**config.mk**
```make
export PLATFORM = sky130hd
export DESIGN_NAME = iopmp_err_capture
export DESIGN_NICKNAME = d
export VERILOG_FILES = /design/src/rtl/iopmp_err_capture.sv
export SDC_FILE = /design/constraint.sdc
export NUM_CORES = 1
export LEC_CHECK = 0
export CAP_MARGIN = 20
export CORE_ASPECT_RATIO = 0.7
export CORE_UTILIZATION = 32
export CTS_CLUSTER_DIAMETER = 40
export DETAILED_ROUTE_END_ITERATION = 6
export PLACE_DENSITY = 0.77
export SLEW_MARGIN = 20
export SYNTH_ARGS = -nofsm -noshare
export SYNTH_HDL_FRONTEND = slang
export SYNTH_SLANG_ARGS = --single-unit
```
**constraint.sdc**
```tcl
create_clock -name clk -period 1.5 [get_ports clk]
set_clock_uncertainty 0.2 [all_clocks]
set_input_delay 0.15 -clock clk [delete_from_list [all_inputs] [get_ports clk]]
set_output_delay 0.15 -clock clk [all_outputs]
set_load 0.02 [all_outputs]
```
**src/rtl/iopmp_err_capture.sv**
```systemverilog
// IOPMP error capture: sticky first-violation record, overflow flag, irq.
// Optional saturating violation counter is compiled in with IOPMP_ERR_CNT_EN.
package iopmp_pkg;
  typedef enum logic [1:0] {
    IOPMP_ACCESS_NONE  = 2'd0,
    IOPMP_ACCESS_READ  = 2'd1,
    IOPMP_ACCESS_WRITE = 2'd2,
    IOPMP_ACCESS_EXEC  = 2'd3
  } iopmp_req_e;
endpackage

module iopmp_err_capture
  import iopmp_pkg::*;
#(
  parameter int unsigned IOPMPNumChan = 2,
  parameter int unsigned ErrCntWidth  = 16,
  localparam int unsigned CW =
    (IOPMPNumChan > 1) ? $clog2(IOPMPNumChan) : 1
) (
  input  logic                    clk,
  input  logic                    rst,
  input  logic [IOPMPNumChan-1:0] req_valid_i,
  input  logic [IOPMPNumChan-1:0] iopmp_req_err_i,
  input  logic [33:0]             iopmp_req_addr_i [IOPMPNumChan],
  input  iopmp_req_e              iopmp_req_type_i [IOPMPNumChan],
  input  logic [7:0]              entry_violated_index_i [IOPMPNumChan],
  input  logic                    irq_en_i,
  input  logic                    err_clr_i,
  output logic                    err_valid_o,
  output logic [CW-1:0]           err_chan_o,
  output logic [33:0]             err_addr_o,
  output iopmp_req_e              err_type_o,
  output logic [7:0]              err_eid_o,
  output logic                    err_ovf_o,
  output logic                    irq_o
`ifdef IOPMP_ERR_CNT_EN
  ,
  output logic [ErrCntWidth-1:0]  err_cnt_o
`endif
);

  localparam int unsigned NW = $clog2(IOPMPNumChan + 1);
  localparam logic [0:0] EMPTY = 1'b0;
  localparam logic [0:0] FULL  = 1'b1;

  logic [IOPMPNumChan-1:0] fault;
  logic                    any_fault;
  logic                    multi;
  logic [NW-1:0]           nfault;
  logic [CW-1:0]           win_chan;
  logic [33:0]             win_addr;
  iopmp_req_e              win_type;
  logic [7:0]              win_eid;

  logic [0:0]    state_q, state_d;
  logic [CW-1:0] chan_q, chan_d;
  logic [33:0]   addr_q, addr_d;
  iopmp_req_e    type_q, type_d;
  logic [7:0]    eid_q, eid_d;
  logic          ovf_q, ovf_d;

  assign fault     = req_valid_i & iopmp_req_err_i;
  assign any_fault = |fault;
  assign multi     = nfault > NW'(1);

  // Descending scan so the lowest faulting channel is the last writer.
  always_comb begin
    nfault   = '0;
    win_chan = '0;
    win_addr = '0;
    win_type = IOPMP_ACCESS_NONE;
    win_eid  = '0;
    for (int c = int'(IOPMPNumChan) - 1; c >= 0; c--) begin
      nfault = nfault + NW'(fault[c]);
      if (fault[c]) begin
        win_chan = CW'(unsigned'(c));
        win_addr = iopmp_req_addr_i[c];
        win_type = iopmp_req_type_i[c];
        win_eid  = entry_violated_index_i[c];
      end
    end
  end

  always_comb begin
    state_d = state_q;
    chan_d  = chan_q;
    addr_d  = addr_q;
    type_d  = type_q;
    eid_d   = eid_q;
    ovf_d   = ovf_q;
    if (any_fault && (state_q == EMPTY || err_clr_i)) begin
      state_d = FULL;
      chan_d  = win_chan;
      addr_d  = win_addr;
      type_d  = win_type;
      eid_d   = win_eid;
      ovf_d   = multi;
    end else if (any_fault) begin
      ovf_d = 1'b1;
    end else if (err_clr_i) begin
      state_d = EMPTY;
      ovf_d   = 1'b0;
    end
  end

  always_ff @(posedge clk) begin
    if (rst) begin
      state_q <= EMPTY;
      chan_q  <= '0;
      addr_q  <= '0;
      type_q  <= IOPMP_ACCESS_NONE;
      eid_q   <= '0;
      ovf_q   <= 1'b0;
    end else begin
      state_q <= state_d;
      chan_q  <= chan_d;
      addr_q  <= addr_d;
      type_q  <= type_d;
      eid_q   <= eid_d;
      ovf_q   <= ovf_d;
    end
  end

  assign err_valid_o = (state_q == FULL);
  assign err_chan_o  = chan_q;
  assign err_addr_o  = addr_q;
  assign err_type_o  = type_q;
  assign err_eid_o   = eid_q;
  assign err_ovf_o   = ovf_q;
  assign irq_o       = err_valid_o & irq_en_i;

`ifdef IOPMP_ERR_CNT_EN
  localparam int unsigned SW = ErrCntWidth + NW;

  logic [ErrCntWidth-1:0] cnt_q, cnt_d;
  logic [SW-1:0]          cnt_sum;

  assign cnt_sum = SW'(cnt_q) + SW'(nfault);
  assign cnt_d   = (cnt_sum > SW'({ErrCntWidth{1'b1}})) ?
                   {ErrCntWidth{1'b1}} : cnt_sum[ErrCntWidth-1:0];

  always_ff @(posedge clk) begin
    if (rst) cnt_q <= '0;
    else     cnt_q <= cnt_d;
  end

  assign err_cnt_o = cnt_q;
`endif

endmodule

```
==> results of run 1 <==
## worst max-delay path: cells and delay by family, from the launching register on
kind	cells	cell delay (ps)
DFF	1	360
buffers and inverters	2	330
AOI/OAI and AO/OA	1	230
and+or+nand+nor	2	480
## cell type report
class	count	area, µm²	share of cell area (%)
Clock buffer	5	68.8	1.79
Clock inverter	3	20.0	0.520
Inverter	45	169	4.39
Multi-Input combinational cell	103	946	24.6
Sequential cell	47	945	24.6
Tap cell	78	97.6	2.54
Timing Repair Buffer	161	1600	41.6
## routing by layer
layer | vias up | track usage, % | share of wire (%)
li1 | 1121 | - | -
met5 | - | 0 | 0
met1 | 1107 | 30.2 | 46
met4 | 0 | 3.98 | 0.68
met3 | 8 | 6.45 | 9.0
met2 | 111 | 35.4 | 44
## sequential cells by signal (all words and copies together), names as in the netlist
register / count
err_addr_o: 34
err_chan_o: 1
err_eid_o: 8
err_ovf_o: 1
err_type_o: 2
err_valid_o: 1
## timing repair
action                                  4_1_cts  5_1_grt
setup buffers                                 4        1
pin swaps                                     1        0
resized for setup                            68        5
endpoints found under the setup margin       94       48
cloned                                        6        1
## per-stage QoR
| step | setup slack [ps] | TNS [ps] | cell area (µm²) | hold WS, ps |
|---|---|---|---|---|
| floorplan | -95.3 | -3810 | 2110 | 138 |
| global placement | -847 | -37520 | 3610 | 267 |
| detailed placement | -887 | -38520 | 3610 | 276 |
| CTS | -188 | -7830 | 3830 | 73.1 |
| global route | -247 | -9650 | 3850 | 111 |
| finish | -211 | -7700 | 3850 | 89.9 |
## worst paths after layout
path	from	end	slack, ps	cells past startpoint
max	err_valid_o$_SDFFE_PP0P_	err_addr_o[16]$_SDFFE_PP0P_	-210	5
min	rst	err_valid_o$_SDFFE_PP0P_	90	3
max reg2reg	err_valid_o$_SDFFE_PP0P_	err_addr_o[16]$_SDFFE_PP0P_	-210	5
min reg2reg	err_ovf_o$_SDFFE_PP0P_	err_ovf_o$_SDFFE_PP0P_	280	2
## kinds of logic after synthesis
group	Yosys count	share of synthesized area, %
simple gates	6	1.67
flops	47	44.8
buf+inv	69	14.4
xor+xnor	1	0.417
compound gates	94	38.8
## Yosys cell counts (all sizes together)
cell type / number
a211oi: 1
a21oi: 2
a221oi: 1
a22oi: 1
a31oi: 45
and2: 2
buf: 11
clkbuf: 13
dfxtp: 47
inv: 45
nand2: 2
nand2b: 1
o221a: 44
or3b: 1
xnor2: 1
## power by group
part / internal (mW) / switching, mW / total, mW
registers: 1.36 / 0.0627 / 1.43
logic: 0.526 / 0.458 / 0.984
clock network: 0.325 / 0.439 / 0.764
==> results_dict.tcl, run 1 <==
set metrics [dict create \
    status "complete, but fails checks" \
    violations "negative setup slack" \
    vias_per_cell 5.31 \
    cp-start-kind "flip-flop" \
    grt_start_max_net_pins 49 \
    hold_violations 0 \
    antenna_left 0 \
    yosysTopAreaCell "dfxtp_1" \
    ys_seq_elements 47 \
    overflow 0 \
    dpl.cell_count 424 \
    syn-cell-area_um2 2100 \
    crit_slowest_cell "or3b_4" \
    ys_seq_area_share_pct 44.8 \
    fin_crit_ps 1710 \
    synth_top_area_share_pct 44.8 \
    tightest_slew_ps 668 \
    num_antenna_cells 0 \
    cts_tree "done" \
    rsz0062_at_grt "true" \
    crit_arrival_ps 1700 \
    fin_ws_ps -211 \
    pwr_density_cell_nw_per_um2 825 \
    ioPinCount 144 \
    row_count 24 \
    dr.first_iter.drc_count 81 \
    fin_crit_sh_pct 114 \
    place_congestion 0.721 \
    synth_nets 313 \
    final_common_cell "clkdlybuf4s50_1" \
    cts_root_buffer "clkbuf_8" \
    power_leakage_nw 1.76 \
    finalMaxSlewViolations 0 \
    syn_avg_cell_area_um2 9.68 \
    setup_viol 46 \
    postCtsHoldBufs 0 \
    design.core.area_um2 6280 \
    cp_slowest_stage_delay_ps 420 \
    vias 2347 \
    crit_type "flip-flop to flip-flop" \
    hp-class "input pin to flip-flop" \
    numPortBuffers 143 \
    die_area_um2 6900 \
    ir_drop_uv 361 \
    fp.dieW_um 98.8 \
    crit_fanout 5 \
    grt_use_total_pct 22.2 \
    cap_viol_max_count 0 \
    synth_warnings 0 \
    fin_util_pct 61.3 \
    cp-end-kind "flip-flop" \
    syn_to_final_growth_pct 83.1 \
    mostFrequentLayoutCells "clkdlybuf4s50_1, dlygate4sd2_1, dfxtp_1" \
    drc 0 \
    wl_per_cell_um 17.0 \
    clock_tree.htree_level_count 2 \
    wl_mm 7.51 \
    hpwlAfterDp_mm 4.43 \
    clk_latency_ps 300 \
    drive_gt1_share_pct 11.0 \
    final_cells 442 \
    clock_sinks 47 \
    fin_nets 459 \
    crit_chain "nand2b_4, or3b_4, buf_12, clkbuf_16, o221a_1" \
    fill_cells 568 \
    finalPower_mw 3.18 \
    crit_required_ps 1490 \
    grt_pass1_wl_mm 12.0 \
    fmax_ghz 0.585 \
    die_h_um 69.8 \
    start_util_pct 33.5 \
    grt_pass1_vias 2321 \
    numCtsBuffers 5 \
    synth_cells 217 \
    yosysUniqueCellTypes 19 \
    synthTopCellsByArea "dfxtp_1, o221a_1, a31oi_1" \
    antenna_found_initial 0 \
    cts.clk_slew.worst_paths_ps 100 \
    first_pass_iters 4 \
    slew-limit-headroom_pct 55.4 \
    cts_buffer_depth 2 \
]
Note: power is estimated with default switching activity, not from simulation.
==> run 2, diff against run 1 <==
--- a/config.mk
+++ b/config.mk
@@ -5,12 +5,13 @@
 export SDC_FILE = /design/constraint.sdc
 export NUM_CORES = 1
 export LEC_CHECK = 0
+export ABC_AREA = 1
 export CAP_MARGIN = 20
 export CORE_ASPECT_RATIO = 0.7
-export CORE_UTILIZATION = 32
+export CORE_UTILIZATION = 37
 export CTS_CLUSTER_DIAMETER = 40
 export DETAILED_ROUTE_END_ITERATION = 6
-export PLACE_DENSITY = 0.77
+export PLACE_DENSITY = 0.78
 export SLEW_MARGIN = 20
 export SYNTH_ARGS = -nofsm -noshare
 export SYNTH_HDL_FRONTEND = slang
==> run 2 against run 1 <==
The run now ends clean; via count increased by 41%; clock-buffer cell count grew 3; sequential power about the same; highest routed layer unchanged; sequential share of layout area down 3.5 points.
==> results_dict.tcl, run 2 <==
set metrics [dict create \
    vias_per_cell 4.55 \
    fmax_ghz 0.701 \
    async_reset_ff_share_pct 0 \
    vias 3312 \
    largest_reg_flops 34 \
    cp_slowest_stage_delay_ps 480 \
    grt_pass1_wl_mm 13.9 \
    final_cell_area_um2 4460 \
    p_seq_share_pct 41.2 \
    setup_viol 0 \
    mostFrequentLayoutCells "nor2_1, inv_1, clkdlybuf4s50_1" \
    netSwitchingFraction_pct 32.0 \
    row_count 26 \
    met3_usage_pct 5.59 \
    synth_nets 594 \
    fin_nets 725 \
    crit_slowest_cell "clkdlybuf4s50_1" \
    crit_type "input pin to flip-flop" \
    use_met2_pct 33.3 \
    cp-end-kind "flip-flop" \
    syn_avg_cell_area_um2 5.80 \
    synth_edf_count 0 \
    status "completed" \
    r2r_start "err_valid_o$_SDFFE_PP0P_" \
    seq_area_um2 941 \
    fin_setup_tns_ps 0 \
    grt.busiest_layer "met2" \
    ys_seq_elements 47 \
    syn_to_final_growth_pct 54.4 \
    fin_util_pct 60.1 \
    ioPinCount 144 \
    cts_tree "done" \
    clock_tree.htree_level_count 2 \
    min_to "err_chan_o$_SDFFE_PP0P_" \
    critical_path.most_common_cell "nand2_1" \
    rsz0062_at_grt "true" \
    p_comb_share_pct 34.0 \
    hold_ws_ps 54.0 \
    fill_cells 712 \
    overflow 0 \
    fin_crit_sh_pct 95.1 \
    ir_drop_uv 389 \
    met1_usage_pct 28.1 \
    p_sw_mw 1.10 \
    holdCritStartpoint "iopmp_req_err_i[0]" \
    postCtsHoldBufs 0 \
    hp-class "input pin to flip-flop" \
    internal_power_mw 2.33 \
    grt_start_max_net_pins 47 \
    hold_depth 4 \
    multi_input_area_um2 1400 \
    numPortBuffers 143 \
    r2r_cells 5 \
    slew-limit-headroom_pct 67.9 \
    drc 0 \
    die_area_um2 8170 \
    synth_warnings 0 \
    synthTopCellsByArea "dfxtp_1, nor2_1, nand3_1" \
    grt_pass1_vias 3061 \
    syn-cell-area_um2 2890 \
    cp-start-kind "input pin" \
    drive_gt1_share_pct 4.60 \
    yosysTopAreaCell "dfxtp_1" \
    r2r_slack_ps 80 \
    hold_violations 0 \
    ys_seq_area_share_pct 32.6 \
    final_common_cell "nor2_1" \
    first_pass_iters 4 \
    crit_arrival_ps 1470 \
    design.core.area_um2 7420 \
    placed_area_um2 4410 \
    pwr_density_cell_nw_per_um2 770 \
    tightest_slew_ps 481 \
    crit_fanout 23 \
    finalMaxSlewViolations 0 \
    place_congestion 0.776 \
    cap_viol_max_count 0 \
    synth_ff_type "dfxtp_1" \
    antenna_found_initial 0 \
    numCtsBuffers 5 \
    cts.clk_slew.worst_paths_ps 80 \
    start_util_pct 38.9 \
    die_h_um 75.9 \
    synthTopCellsByCount "nor2_1, inv_1, nand2_1" \
    clk_latency_ps 300 \
    synth_cells 498 \
    crit_chain "clkdlybuf4s50_1, inv_1, nand2_2, nand2_4, nand2_1, nand2_1, nor2_1" \
    path_buf_inv 2 \
    crit_required_ps 1540 \
    fin_crit_ps 1430 \
    power_frac_clock_pct 24.8 \
    synth_top_area_share_pct 32.6 \
    yosysMostFrequentCell "nor2_1" \
    yosysUniqueCellTypes 16 \
    r2r_end "err_eid_o[2]$_SDFFE_PP0P_" \
    wl_per_cell_um 11.9 \
    cts_root_buffer "clkbuf_8" \
    power_leakage_nw 2.37 \
    grt_use_total_pct 21.0 \
    finalPower_mw 3.43 \
    cts_buffer_depth 2 \
    clock_sinks 47 \
    wl_mm 8.69 \
    antenna_left 0 \
    fp.dieW_um 108 \
    hpwlAfterDp_mm 5.87 \
    num_antenna_cells 0 \
    critPathTopFamily "simple AND/OR/NAND/NOR gates" \
    dr.first_iter.drc_count 110 \
]
run 2: changes by cell type in the layout (fill, tap and decap cells not counted), sizes merged, moves of 4 or more:
cell,before,now
buf,20,13
nand3,0,91
inv,45,95
clkdlybuf4s50,89,93
a31oi,45,0
nor2,0,133
o221a,44,0
nand2,2,99
run 2: kinds of logic after synthesis:
kind of cell / after synthesis / share of synthesized area [%]
AND/OR/NAND/NOR: 323 / 47.6
flip-flops: 47 / 32.6
buffers and inverters: 126 / 19.5
AO/OA/AOI/OAI: 2 / 0.347
run 2: layout make-up:
| class | instances | area share [%] |
|---|---|---|
| timing repair buffer | 154 | 34.5 |
| multi-input combinational | 326 | 31.4 |
| sequential | 47 | 21.1 |
| inverter | 95 | 8.00 |
| tap | 98 | 2.75 |
| clock buffer | 8 | 2.24 |
run 2: routing by layer:
layer | routed length [µm] | part of all wire, %
met3 | 888 | 10
met5 | 0 | 0
met2 | 3930 | 45
met4 | 71 | 0.82
met1 | 3800 | 44
run 2: repair_timing:
item | in CTS | in global routing
endpoints found under the setup margin | 48 | 5
cloned | 0 | 1
pin swaps | 0 | 1
gates resized for setup | 48 | 3
buffers inserted | 0 | 0
run 2: worst max path at each step:
| stage | startpoint | endpoint | slack [ps] | depth (start not counted) |
|---|---|---|---|---|
| final | err_clr_i | err_addr_o[27]$_SDFFE_PP0P_ | 70 | 7 |
| after global routing | err_valid_o$_SDFFE_PP0P_ | err_chan_o$_SDFFE_PP0P_ | -20 | 4 |
| after CTS | err_valid_o$_SDFFE_PP0P_ | irq_o | 30 | 3 |
| after detailed placement | iopmp_req_err_i[1] | err_addr_o[14]$_SDFFE_PP0P_ | -230 | 8 |
| after global placement | req_valid_i[1] | err_eid_o[6]$_SDFFE_PP0P_ | -180 | 8 |
| after floorplan | err_valid_o$_SDFFE_PP0P_ | err_addr_o[12]$_SDFFE_PP0P_ | 110 | 6 |
run 2: tightest hold or removal path: stages:
cell,delay [ps]
buf_2,110
nand2_4,90
nand3_1,90
a21oi_1,60
run 2: power groups by stage:
| stage | Combinational, mW | Clock, mW | Sequential [mW] |
|---|---|---|---|
| after CTS | 1.16 | 0.878 | 1.41 |
| after detailed placement | 1.23 | 0 | 1.45 |
| final | 1.17 | 0.851 | 1.41 |
| after floorplan | 0.518 | 0 | 1.58 |
| after global routing | 1.29 | 0.946 | 1.43 |
| after global placement | 1.21 | 0 | 1.45 |
run 2: through the flow:
| stage | setup slack, ps | cells |
|---|---|---|
| final | 73.7 | 728 |
| after global routing | -18.5 | 728 |
| after CTS | 28.7 | 727 |
| after detailed placement | -231 | 719 |
| after global placement | -176 | 719 |
| after floorplan | 114 | 498 |
